==> src/rtl/gemm_req_arbiter_if.sv <==
// rtl/gemm_req_arbiter_if.sv - requester/engine bundle for the GEMM request arbiter
//
// Purpose: groups the per-requester job handshake and the engine control
// signals that gemm_req_arbiter sits between.
// Ports (signals):
//   req_valid, req_cfg_m/n/k   requester -> arbiter, one lane per requester
//   req_ready, req_done, req_err  arbiter -> requester, one-hot strobes
//   eng_start, eng_cfg_m/n/k, eng_sel  arbiter -> engine / buffer muxes
//   eng_done                   engine -> arbiter completion pulse
//   busy                       arbiter status
// Modports: slave = arbiter side, master = requesters + engine side.
interface gemm_req_arbiter_if #(
   parameter int NUM_REQ = 4,
   parameter int ROWS    = 16,
   parameter int COLS    = 16,
   parameter int K_MAX   = 2048
);
   localparam int MW = $clog2(ROWS + 1);
   localparam int NW = $clog2(COLS + 1);
   localparam int KW = $clog2(K_MAX + 1);
   localparam int SW = $clog2(NUM_REQ);

   logic [NUM_REQ-1:0]         req_valid;
   logic [NUM_REQ-1:0][MW-1:0] req_cfg_m;
   logic [NUM_REQ-1:0][NW-1:0] req_cfg_n;
   logic [NUM_REQ-1:0][KW-1:0] req_cfg_k;
   logic [NUM_REQ-1:0]         req_ready;
   logic [NUM_REQ-1:0]         req_done;
   logic [NUM_REQ-1:0]         req_err;
   logic                       eng_start;
   logic [MW-1:0]              eng_cfg_m;
   logic [NW-1:0]              eng_cfg_n;
   logic [KW-1:0]              eng_cfg_k;
   logic [SW-1:0]              eng_sel;
   logic                       eng_done;
   logic                       busy;

   modport slave (
      input  req_valid, req_cfg_m, req_cfg_n, req_cfg_k, eng_done,
      output req_ready, req_done, req_err, eng_start,
             eng_cfg_m, eng_cfg_n, eng_cfg_k, eng_sel, busy
   );

   modport master (
      output req_valid, req_cfg_m, req_cfg_n, req_cfg_k, eng_done,
      input  req_ready, req_done, req_err, eng_start,
             eng_cfg_m, eng_cfg_n, eng_cfg_k, eng_sel, busy
   );
endinterface

==> src/rtl/gemm_req_arbiter.sv <==
// rtl/gemm_req_arbiter.sv - round-robin arbiter sharing one GEMM engine
//
// Purpose: grants one pending requester at a time (round-robin from rr_ptr),
// latches its M/N/K job, launches the engine, waits for completion and
// returns a one-cycle req_done to the owner.
// Ports:
//   clk    clock
//   rst_n  synchronous active-low reset
//   bus    gemm_req_arbiter_if.slave (requester lanes + engine control)
// Optional feature: define GEMM_ARB_TIMEOUT_EN to add a run watchdog that
// aborts a job after TIMEOUT_CYC cycles in S_RUN and pulses req_err with
// req_done. Without it S_RUN waits for eng_done indefinitely.
module gemm_req_arbiter #(
   parameter int NUM_REQ     = 4,
   parameter int ROWS        = 16,
   parameter int COLS        = 16,
   parameter int K_MAX       = 2048,
   parameter int TIMEOUT_CYC = 65535
) (
   input logic clk,
   input logic rst_n,
   gemm_req_arbiter_if.slave bus
);
   localparam int SW = $clog2(NUM_REQ);

   typedef enum logic [1:0] {S_IDLE, S_LAUNCH, S_RUN, S_RESP} state_t;

   state_t        state;
   state_t        state_nx;
   logic [SW-1:0] rr_ptr;
   logic [SW-1:0] winner;
   logic [SW:0]   cand;
   logic          any_valid;
   logic          accept;
   logic          cfg_zero;
   logic          tmo_hit;
   logic          timed_out;

   // Scan from the farthest offset down so the nearest valid index at or
   // after rr_ptr is the last one written.
   always_comb begin
      winner    = '0;
      any_valid = 1'b0;
      cand      = '0;
      for (int off = NUM_REQ - 1; off >= 0; off--) begin
         cand = {1'b0, rr_ptr} + (SW+1)'(off);
         if (cand >= (SW+1)'(NUM_REQ)) begin
            cand = cand - (SW+1)'(NUM_REQ);
         end
         if (bus.req_valid[cand[SW-1:0]]) begin
            winner    = cand[SW-1:0];
            any_valid = 1'b1;
         end
      end
   end

   assign cfg_zero = (bus.eng_cfg_m == '0) || (bus.eng_cfg_n == '0) ||
                     (bus.eng_cfg_k == '0);
   assign bus.busy = (state != S_IDLE);

`ifdef GEMM_ARB_TIMEOUT_EN
   localparam int TW = $clog2(TIMEOUT_CYC + 1);
   logic [TW-1:0] tmo_cnt;

   // tmo_cnt counts completed cycles in S_RUN; the hit fires on the
   // TIMEOUT_CYC-th cycle so the job leaves after exactly that many.
   assign tmo_hit = (tmo_cnt == TW'(TIMEOUT_CYC - 1));

   always_ff @(posedge clk) begin
      if (!rst_n) begin
         tmo_cnt   <= '0;
         timed_out <= 1'b0;
      end else begin
         if (state == S_LAUNCH) begin
            tmo_cnt <= '0;
         end else if (state == S_RUN) begin
            tmo_cnt <= tmo_cnt + 1'b1;
         end
         if (state == S_IDLE) begin
            timed_out <= 1'b0;
         end else if (state == S_RUN && !bus.eng_done && tmo_hit) begin
            timed_out <= 1'b1;
         end
      end
   end
`else
   logic unused_tmo;
   assign tmo_hit    = 1'b0;
   assign timed_out  = 1'b0;
   assign unused_tmo = (TIMEOUT_CYC == 0) | tmo_hit | timed_out;
`endif

   always_comb begin
      state_nx      = state;
      accept        = 1'b0;
      bus.req_ready = '0;
      bus.req_done  = '0;
      bus.req_err   = '0;
      bus.eng_start = 1'b0;
      case (state)
         S_IDLE: begin
            // Gated by rst_n so nothing is accepted while reset is held.
            if (any_valid && rst_n) begin
               bus.req_ready[winner] = 1'b1;
               accept                = 1'b1;
               state_nx              = S_LAUNCH;
            end
         end
         S_LAUNCH: begin
            if (cfg_zero) begin
               state_nx = S_RESP;
            end else begin
               bus.eng_start = 1'b1;
               state_nx      = S_RUN;
            end
         end
         S_RUN: begin
            if (bus.eng_done || tmo_hit) begin
               state_nx = S_RESP;
            end
         end
         S_RESP: begin
            bus.req_done[bus.eng_sel] = 1'b1;
            bus.req_err[bus.eng_sel]  = timed_out;
            state_nx                  = S_IDLE;
         end
         default: state_nx = S_IDLE;
      endcase
   end

   always_ff @(posedge clk) begin
      if (!rst_n) begin
         state         <= S_IDLE;
         rr_ptr        <= '0;
         bus.eng_sel   <= '0;
         bus.eng_cfg_m <= '0;
         bus.eng_cfg_n <= '0;
         bus.eng_cfg_k <= '0;
      end else begin
         state <= state_nx;
         if (accept) begin
            bus.eng_sel   <= winner;
            bus.eng_cfg_m <= bus.req_cfg_m[winner];
            bus.eng_cfg_n <= bus.req_cfg_n[winner];
            bus.eng_cfg_k <= bus.req_cfg_k[winner];
         end
         if (state == S_RESP) begin
            rr_ptr <= (bus.eng_sel == SW'(NUM_REQ - 1)) ? '0 : bus.eng_sel + 1'b1;
         end
      end
   end
endmodule

==> src/flat_wrapper.sv <==
// flat-port wrapper written by rule: the top's interface ports become plain ports
module gemm_req_arbiter_flat 
#(
   parameter int NUM_REQ     = 4,
   parameter int ROWS        = 16,
   parameter int COLS        = 16,
   parameter int K_MAX       = 2048,
   parameter int TIMEOUT_CYC = 65535
)
  (clk, rst_n, bus_req_valid, bus_req_cfg_m, bus_req_cfg_n, bus_req_cfg_k, bus_eng_done, bus_req_ready, bus_req_done, bus_req_err, bus_eng_start, bus_eng_cfg_m, bus_eng_cfg_n, bus_eng_cfg_k, bus_eng_sel, bus_busy);
  gemm_req_arbiter_if #(.NUM_REQ(NUM_REQ), .ROWS(ROWS), .COLS(COLS), .K_MAX(K_MAX)) bus_i ();
  input logic clk;
  input logic rst_n;
  input wire logic [$bits(bus_i.req_valid)-1:0] bus_req_valid;
  input wire logic [$bits(bus_i.req_cfg_m)-1:0] bus_req_cfg_m;
  input wire logic [$bits(bus_i.req_cfg_n)-1:0] bus_req_cfg_n;
  input wire logic [$bits(bus_i.req_cfg_k)-1:0] bus_req_cfg_k;
  input wire logic [$bits(bus_i.eng_done)-1:0] bus_eng_done;
  output wire logic [$bits(bus_i.req_ready)-1:0] bus_req_ready;
  output wire logic [$bits(bus_i.req_done)-1:0] bus_req_done;
  output wire logic [$bits(bus_i.req_err)-1:0] bus_req_err;
  output wire logic [$bits(bus_i.eng_start)-1:0] bus_eng_start;
  output wire logic [$bits(bus_i.eng_cfg_m)-1:0] bus_eng_cfg_m;
  output wire logic [$bits(bus_i.eng_cfg_n)-1:0] bus_eng_cfg_n;
  output wire logic [$bits(bus_i.eng_cfg_k)-1:0] bus_eng_cfg_k;
  output wire logic [$bits(bus_i.eng_sel)-1:0] bus_eng_sel;
  output wire logic [$bits(bus_i.busy)-1:0] bus_busy;
  assign bus_i.req_valid = bus_req_valid;
  assign bus_i.req_cfg_m = bus_req_cfg_m;
  assign bus_i.req_cfg_n = bus_req_cfg_n;
  assign bus_i.req_cfg_k = bus_req_cfg_k;
  assign bus_i.eng_done = bus_eng_done;
  assign bus_req_ready = bus_i.req_ready;
  assign bus_req_done = bus_i.req_done;
  assign bus_req_err = bus_i.req_err;
  assign bus_eng_start = bus_i.eng_start;
  assign bus_eng_cfg_m = bus_i.eng_cfg_m;
  assign bus_eng_cfg_n = bus_i.eng_cfg_n;
  assign bus_eng_cfg_k = bus_i.eng_cfg_k;
  assign bus_eng_sel = bus_i.eng_sel;
  assign bus_busy = bus_i.busy;
  gemm_req_arbiter #(.NUM_REQ(NUM_REQ), .ROWS(ROWS), .COLS(COLS), .K_MAX(K_MAX), .TIMEOUT_CYC(TIMEOUT_CYC)) u_core (.clk(clk), .rst_n(rst_n), .bus(bus_i));
endmodule
==> config.mk <==
export PLATFORM = sky130hd
export DESIGN_NAME = gemm_req_arbiter_flat
export DESIGN_NICKNAME = d
export VERILOG_FILES = /design/src/rtl/gemm_req_arbiter_if.sv /design/src/rtl/gemm_req_arbiter.sv /design/src/flat_wrapper.sv
export SDC_FILE = /design/constraint.sdc
export NUM_CORES = 1
export LEC_CHECK = 0
export CAP_MARGIN = 20
export CORE_MARGIN = 2
export CORE_UTILIZATION = 30
export CTS_CLUSTER_DIAMETER = 120
export DETAILED_ROUTE_END_ITERATION = 8
export GPL_ROUTABILITY_DRIVEN = 0
export HOLD_SLACK_MARGIN = 0.12
export PLACE_DENSITY_LB_ADDON = 0.15
export SKIP_LAST_GASP = 1
export SYNTH_ARGS = -nofsm -noshare
export SYNTH_HDL_FRONTEND = slang
export SYNTH_SLANG_ARGS = --single-unit
==> constraint.sdc <==
create_clock -name clk -period 5.9 [get_ports clk]
set_input_delay 1.18 -clock clk [delete_from_list [all_inputs] [get_ports clk]]
set_output_delay 1.18 -clock clk [all_outputs]
set_load 0.005 [all_outputs]
### After elaboration in Yosys (flattened, before gate mapping)

Cells that the tools add are included.

| storage, ports and cells | value |
|---|---|
| output and inout port bits | 38 |
| input port bits | 95 |
| register bits | 28 |
| logic and storage cells | 85 |

| cells by class | value |
|---|---|
| add/subtract/negate cells | 8 |
| muxes and demuxes | 42 |
| reduce and logical (&&, ||, !) cells | 11 |
| magnitude comparators | 12 |
| equality and inequality tests | 6 |

Operator list:

| cell | count |
|---|---|
| $bmux W12 S2 | 1 |
| $mux W2 | 11 |
| $bmux W5 S2 | 2 |
| $lt A2 B3 Y1 const B | 6 |
| $mux W1 | 15 |
| $logic_not A12 Y1 | 1 |
| $mux W12 | 1 |
| $mux W4 | 3 |
| $logic_not A5 Y1 | 2 |
| $mux W5 | 2 |
| $ge A3 B3 Y1 const B | 3 |
| $bmux W1 S2 | 4 |
| $pmux W2 S4 | 1 |
| $sub A2 B1 Y2 const B | 4 |
| $add A2 B2 Y3 const B | 2 |
| $eq A2 B2 Y1 const B | 3 |
| $demux W1 S2 | 2 |
| $ge A2 B1 Y1 const B | 2 |
| $add A2 B1 Y3 const B | 1 |
| $ge A2 B3 Y1 const B | 1 |
| $logic_and A1 B1 Y1 | 3 |
| $add A2 B1 Y2 const B | 1 |
| $eq A2 B1 Y1 const B | 1 |
| $logic_not A2 Y1 | 1 |
| 5 further kinds | 6 |

### Logic depth before layout (Yosys ltp)

| logic depth | value |
|---|---|
| depth in word-level cells | 15 |
| depth in mapped cells | 7 |
| gate-level depth less buffers | 7 |

### Least setup slack after synthesis

No wires, ideal clock.

| timing | value |
|---|---|
| path type | in2out |
| start | in bus_req_valid[1] |
| end | out bus_req_ready[1] |
| setup slack | 2354 ps |
| data required time | 4720 ps |
| data arrival time | 2366 ps |
| cell stages on the path | 5 |
| path through | or4_4 -> and3_1 -> buf_6 -> buf_6 -> and3_1 |

| on the way | value |
|---|---|
| word-level cells in the longest chain between the ends | 12 |
| elaborated cells on any way between the ends | 24 |
| those cells by class | 2 x order compare; 20 x mux; 2 x reduce/logical |

RTL lines:

| element | line | text |
|---|---|---|
| start: declaration | flat_wrapper.sv:14 | `input wire logic [$bits(bus_i.req_valid)-1:0] bus_req_valid;` |
| $bmux W1 S2 | gemm_req_arbiter.sv:50 | `if (bus.req_valid[cand[SW-1:0]]) begin` |
| $mux W1 (not written as such) | gemm_req_arbiter.sv:50 |  |
| $mux W2 (4 in series) | gemm_req_arbiter.sv:50 |  |
| $lt A2 B3 Y1 (not written as such) or $ge A2 B1 Y1 (tied branches) | gemm_req_arbiter.sv:104 | `bus.req_ready[winner] = 1'b1;` |
| $logic_and A1 B1 Y1 (not written as such) | gemm_req_arbiter.sv:104 |  |
| $mux W1 (not written as such) | gemm_req_arbiter.sv:104 |  |
| $demux W1 S2 | n/a |  |
| $mux W4 (*) | gemm_req_arbiter.sv:103 | `if (any_valid && rst_n) begin` |
| $mux W4 (*) | gemm_req_arbiter.sv:100 | `case (state)` |
| end: declaration | flat_wrapper.sv:19 | `output wire logic [$bits(bus_i.req_ready)-1:0] bus_req_ready;` |

Every way passes the cells marked *; elsewhere a longest branch is shown, timed or not. The select of a mux whose other input is x is not followed.

### Final worst setup path

| timing | value |
|---|---|
| start | in bus_req_valid[0] |
| end | out bus_req_ready[1] |

The elaborated chain is that of the path after synthesis.

==> results.md <==
- Final hold vios: 0
- Internal power: 0.721 mW
- XOR/XNOR Fraction of Synth Area: 0
- Clk slew on worst S/H paths: 0.11 ns
- Max Fanout on Critical Path: 13
- Via-per-instance ratio: 4.98
- Root Buffer: clkbuf_8
- Post-CTS setup buffer count: 0
- Worst vdd ir: between 0.2 and 0.25 mV
- Slew Viols, Final: 0
- Final period utilization: 0.779
- Critical Path, Cell by Cell: clkdlybuf4s50_1 > nand2_1 > or2_0 > buf_4 > and3_1 > and3_1 > clkdlybuf4s50_1
- Area Overhead vs Synth: 54.4%
- Fin crit period: 4.59 ns
- Yosys synthesis warning count: 0
- Worst slew pin tran: 0.865 ns
- Share of cells above drive strength 1: 0.220
- Drt drc: 0
- Hold Slack: 0.547 ns
- Die Ht: 93.3 microns
- FP Rows: 32
- Largest net degree at the start of global routing: 46
- Peak Freq: 218 MHz
- Port Buf Inserts: 128
- Max Cap Viol: 0
- CP endpoint kind: output port
- EDFF count, synth: 0
- Total gr overflow: 0
- Type of the worst setup path: in2out
- Hold_buf cts: 0
- Worst Clk Skew: 0.00197 ns
- CP max-delay cell: clkdlybuf4s50_1
- TritonCTS clock tree: done
- Number of global-route vias before repair: 2338
- Pwr per Cell Area: between 300 and 400 nW/um^2
- First-pass GRT wire length: 11.7 mm
- Sw Share: 0.376
- Mapped Area: ~2400 sq um
- Crit path launch type: input pin
- Mux cell area share after synthesis: 0.105
- Initial antenna violation count: 0
- Initial core utilization: 0.310
- Post-CTS Resized: 0
- ANT nets after route: 0
- Fill cells: 750
- DR vias: ~2200
- Num ports: 133
- Synth Instances: 230
- Ys flop type: dfxtp_1
- Clk sinks: 28
- Sequential share of the synthesized area: 0.234
- Leakage: ~1.4 nW
- Sequential fraction of design power: 0.308
- Delay-heaviest family, CP: buffers and inverters
- CTS buffer count: 3
- Required time worst endpoint: ~4.7 ns
- CTS Buffer Depth: 2
- Adder-Cell Fraction of Synth Area: 0.0418
- Syn Area/Cell: ~10 sq um
- DRT iter0 DRCs: 67
- CP peak stage delay: 0.50 ns
- Logic pwr share: 0.556
- N_diodes: 0
- Final setup fails: 0
- DRT Pass-1 Iters: 4
- Netlist cell types: 47
- Pwr Total: 1.16 mW
- #FFs+latches synth: 28
- Worst-Skew Late Latency: 0.28 ns
- Compound-gate portion of the synthesized area: 0.357
- Post-Route WL: ~7.6 mm
- Sw Pwr: roughly 0.43 mW
- Non-Filler Instances: 447
- Status: finished, final reports clean
- H-Tree Depth: 1
- Asr flop ratio synth: 0
- Die X: 93.3 microns
- Fin nets: between 400 and 500
- Setup ws final: 1.31 ns
- Slew HR: 0.422
- Die area: 8700 sq um
- Clock share of power: 0.136
- Simple-gate area share of the yosys netlist: 0.160
- DR WL/cell: around 17 microns
- Cells after DPL: 443
- RSZ-0062 raised after global routing: no
- Setup WS pre-CTS: 1.31 ns
- Post-DP HPWL: 5.58 mm
- CORE AREA: 7730 sq um
- Worst hold-check path type: reg2reg
- Crit path buf inv count: 3
- All-Layer GR Usage: 0.172
- Setup TNS: 0 ns
- Main combinational cell family by area after synthesis: compound AO/OA/AOI/OAI gates
- Data arrival, critical path: 3.41 ns
per-layer routing:
| metal | GRT usage | share of wire |
|---|---|---|
| met5 | 0 | 0 |
| met4 | 0.0368 | 0.012 |
| met3 | 0.0314 | 0.057 |
| met2 | 0.307 | 0.49 |
| met1 | 0.214 | 0.44 |
cells in the mapped netlist, types with 2 or more instances:
| cell | n | area [sq um] |
|---|---|---|
| a21oi_1 | 4 | 20.0 |
| a221oi_2 | 19 | 285 |
| a211oi_1 | 3 | 22.5 |
| inv_1 | 7 | 26.3 |
| nor2b_1 | 6 | 37.5 |
| dfxtp_1 | 28 | 561 |
| buf_2 | 3 | 15.0 |
| ha_1 | 8 | 100 |
| nand2_1 | 3 | 11.3 |
| clkbuf_8 | 2 | 27.5 |
| buf_12 | 2 | 40.0 |
| buf_6 | 4 | 45.0 |
| nand3_4 | 2 | 35.0 |
| mux2i_1 | 24 | 240 |
| o21ai_0 | 2 | 10.0 |
| and3_1 | 3 | 18.8 |
| buf_4 | 7 | 52.6 |
| a211oi_2 | 19 | 238 |
| nor2_1 | 6 | 22.5 |
| and2_1 | 27 | 169 |
| nor3_1 | 2 | 10.0 |
| or4_1 | 2 | 15.0 |
| a21oi_2 | 19 | 166 |
| nor4_1 | 3 | 18.8 |
| a221oi_1 | 3 | 26.3 |
worst paths after layout:
path	end	start	depth (start not counted)	slack, ns
setup / recovery	bus_req_ready[1]	bus_req_valid[0]	7	1.31
hold / removal	u_core.bus.eng_cfg_m[2]	u_core.bus.eng_cfg_m[2]	2	0.55
setup reg to reg	u_core.bus.eng_cfg_k[2]	u_core.rr_ptr[1]	7	3.38
hold reg to reg	u_core.bus.eng_cfg_m[2]	u_core.bus.eng_cfg_m[2]	2	0.55
through the flow:
step	cell area, sq um	utilization
floorplan	2400	-
global route	3690	0.478
CTS	3690	0.478
finish	3690	0.478
global placement	3620	0.469
detailed placement	3620	0.469
flip-flops by register name, indices dropped and copies added, names as in the netlist:
register and count:
u_core.state 2, u_core.bus.eng_cfg_m 5, u_core.bus.eng_cfg_n 5, u_core.rr_ptr 2, u_core.bus.eng_cfg_k 12, u_core.bus.eng_sel 2
tightest hold or removal path, cell delays in order, from the launching register on:
cell	delay (ns)
dfxtp_1	0.34
a21oi_2	0.13
a211oi_2	0.04
cell usage in the layout, fill, tap and decap left out, drive strengths merged, types with 6 or more instances in the layout:
| master | synthesis | final |
|---|---|---|
| nor2 | 6 | 6 |
| a221oi | 22 | 22 |
| ha | 8 | 8 |
| a211oi | 22 | 22 |
| clkdlybuf4s50 | 0 | 127 |
| a21oi | 23 | 23 |
| inv | 7 | 7 |
| mux2i | 24 | 24 |
| nor2b | 6 | 6 |
| dfxtp | 28 | 28 |
| and2 | 28 | 28 |
cells by family (layout without fill, tap and decap cells):
logic type,Yosys count,after routing
buf+inv,30,142
simple gates,60,60
compound gates,78,78
other cells,1,4
fa+ha+maj,8,8
mux,25,25
flops,28,28
power by group through the flow:
stage                     Clock (mW)  Sequential (mW)  Combinational, mW
after detailed placement           0            0.359              0.648
after CTS                      0.162            0.356              0.651
after floorplan                    0            0.348              0.376
final                          0.158            0.356              0.642
after global placement             0            0.359              0.643
after global routing           0.170            0.367              0.699
cell type report:
type                       instances  area (sq um)  area share
inverter                           7          26.3     0.00711
sequential                        28           561       0.152
tap                              102           128      0.0346
timing repair buffer             131          1300       0.352
clock inverter                     1          30.0     0.00813
clock buffer                       3          41.3      0.0112
multi-input combinational        175          1610       0.436
(Power assumes the default switching activity.)
==> patch, RTL diff (config.mk and constraints unchanged) <==
Re-encode `state_t` (4 states) as Gray code, 2 bits wide.
--- a/src/rtl/gemm_req_arbiter.sv
+++ b/src/rtl/gemm_req_arbiter.sv
@@ -23,7 +23,7 @@
 );
    localparam int SW = $clog2(NUM_REQ);
 
-   typedef enum logic [1:0] {S_IDLE, S_LAUNCH, S_RUN, S_RESP} state_t;
+   typedef enum logic [1:0] {S_IDLE = 2'b00, S_LAUNCH = 2'b01, S_RUN = 2'b11, S_RESP = 2'b10} state_t;
 
    state_t        state;
    state_t        state_nx;
Behaviour: no difference found for any inputs over 10 cycles, from zero or initial values and one cycle with rst_n low; not proved beyond that.
==> patch against the unedited design <==
  * Maximum frequency shrank 4.7%
  * Synthesized area shrank 18%
  * Register-to-register slack gained 0.35 ns
  * Final area shrank 10%
  * Sequential cell count is the same
  * Routed wire length shrank 9.1%
  * First-iteration DRC count grew 7.5%
  * Setup slack lost 0.23 ns
  * Critical endpoint is now bus_req_ready[0]
  * Largest cell class is now non-clock buffers
  * Highest routed layer unchanged
Power is not compared: it rests on default switching activity, and its combinational part moved more than twofold at a synthesized area within 25%.
==> patch: results (changes against the unedited design) <==
stage	metric	value	unit	change
outcome	status	finished, final reports clean		
worst_setup_path	data arrival time of the critical path	3.64	ns	+0.23 ns
logic_synthesis	most frequent cells after synthesis	dfxtp_1, nand2_1, mux2i_1, nand3_1		
clock_tree	clock root cell	clkbuf_8		
clock_tree	register clock-pin slew on the reported worst setup and hold paths	0.10	ns	
logic_synthesis	yosys warns	0		unchanged
placed_design	DP Cell Count	434		-2.0%
logic_synthesis	most common cell in the netlist	dfxtp_1		
placed_design	PortBufs	128		unchanged
placed_design	Detail Placement HPWL	5.43	mm	-2.7%
finish	antenna fix cells	0		unchanged
finish	final net count	461		+2.7%
worst_hold_path	Tightest Hold Check Type	flip-flop to flip-flop		
timing	final hold violation count	0		unchanged
worst_setup_path	largest fanout on the critical path	24		+11
logic_synthesis	Synth cell types	38		-19%
finish	Largest regs	u_core.bus.eng_cfg_k (12), u_core.bus.eng_cfg_m (5), u_core.bus.eng_cfg_n (5)		
finish	Largest Register	u_core.bus.eng_cfg_k		
clock_tree	Num CTS Buffers	3		unchanged
global_routing	first-pass GRT wire length	10.9	mm	-6.5%
drt	initial DRC count	72		+7.5%
worst_setup_path	CP Launch Point	bus_req_valid[1]		
clock_tree	CTS max path bufs	2		unchanged
logic_synthesis	synthesized netlist cell count	245		+6.5%
worst_hold_path	hold wc startpoint	u_core.bus.eng_cfg_k[5]$_SDFFE_PN0P_		
placed_design	placed standard-cell area	0.00326	sq mm	-9.9%
timing	Worst-Margin Slew	0.942	ns	+0.0768 ns
finish	Fillers	623		-17%
worst_setup_path	RR Startpoint	u_core.rr_ptr[1]$_SDFFE_PN0P_		
power	P_leak	1.25	nW	
global_routing	pin count of the biggest net entering global routing	26		-43%
drt	Detailed Route WL	6.88	mm	-9.1%
clock_tree	setup bufs post-CTS	0		unchanged
drt	via count	2237		+0.58%
drt	average wire per standard cell	15.7	um	-7.3%
logic_synthesis	main area contributors after synthesis	dfxtp_1, mux2i_1, a211o_1		
logic_synthesis	post-synthesis sequential area ratio	0.285		+0.0505
clock_tree	Clock Latency Late Sink	0.27	ns	
placed_design	DP Worst Slack	1.05	ns	-0.255 ns
timing	Fin Clk Skew	0.00285	ns	+0.000886 ns
global_routing	Total Routing Usage GR	0.190		+0.0185
finish	ratio of cells with drive above 1 in the final layout	0.0471		-0.173
timing	Max Slew Vio Count	0		unchanged
patch: cell count changes in the layout (fill, tap and decap cells not counted), moves of 21 or more:
cell and delta:
and2_1 -22, o211ai_1 +21, nand3_1 +21, nand2_1 +23, a211o_1 +21
patch: area by class of cell:
class                           instances  area (sq um)  share of cell area
Multi-Input combinational cell        192          1280               0.385
Timing Repair Buffer                  132          1310               0.395
Clock buffer                            4          55.1              0.0166
Tap cell                               77          96.3              0.0290
Inverter                                5          18.8             0.00566
Sequential cell                        28           561               0.169
patch: kinds of logic (layout without fill, tap and decap cells):
family | count (synthesis) | in the layout | share of synthesized area
other cells | 1 | 4 | 0.00191
fa+ha+maj | 4 | 4 | 0.0254
compound gates | 76 | 76 | 0.273
buf+inv | 28 | 141 | 0.0763
flops | 28 | 28 | 0.285
mux | 26 | 26 | 0.133
simple gates | 82 | 82 | 0.206
patch: path summary, 6_finish.rpt:
check,endpoint,slack (ns),cells past startpoint
min,u_core.bus.eng_cfg_k[5]$_SDFFE_PN0P_,0.51,2
max,bus_req_ready[0],1.08,8
min reg2reg,u_core.bus.eng_cfg_k[5]$_SDFFE_PN0P_,0.51,2
max reg2reg,u_core.bus.eng_cfg_k[8]$_SDFFE_PN0P_,3.73,4
patch: power breakdown:
part           switching [mW]  internal (mW)
clock network          0.0598         0.0598
registers              0.0261          0.218
logic                   0.118          0.162
patch: worst max-delay path: stages:
cell and delay, ns:
clkdlybuf4s50_1 0.59, a21oi_1 0.06, o21a_1 0.18, o22ai_2 0.13, buf_4 0.28, nand3_2 0.45, nor2_1 0.23, clkdlybuf4s50_1 0.53
patch: routing by layer:
layer | global-route usage | part of all wire | vias up | wire, um
met2 | 0.306 | 0.46 | 79 | 3190
met4 | 0.0303 | 0.0052 | 0 | 36
met5 | 0 | 0 | - | 0
met1 | 0.257 | 0.45 | 1028 | 3080
met3 | 0.0564 | 0.084 | 4 | 579
li1 | - | - | 1126 | -
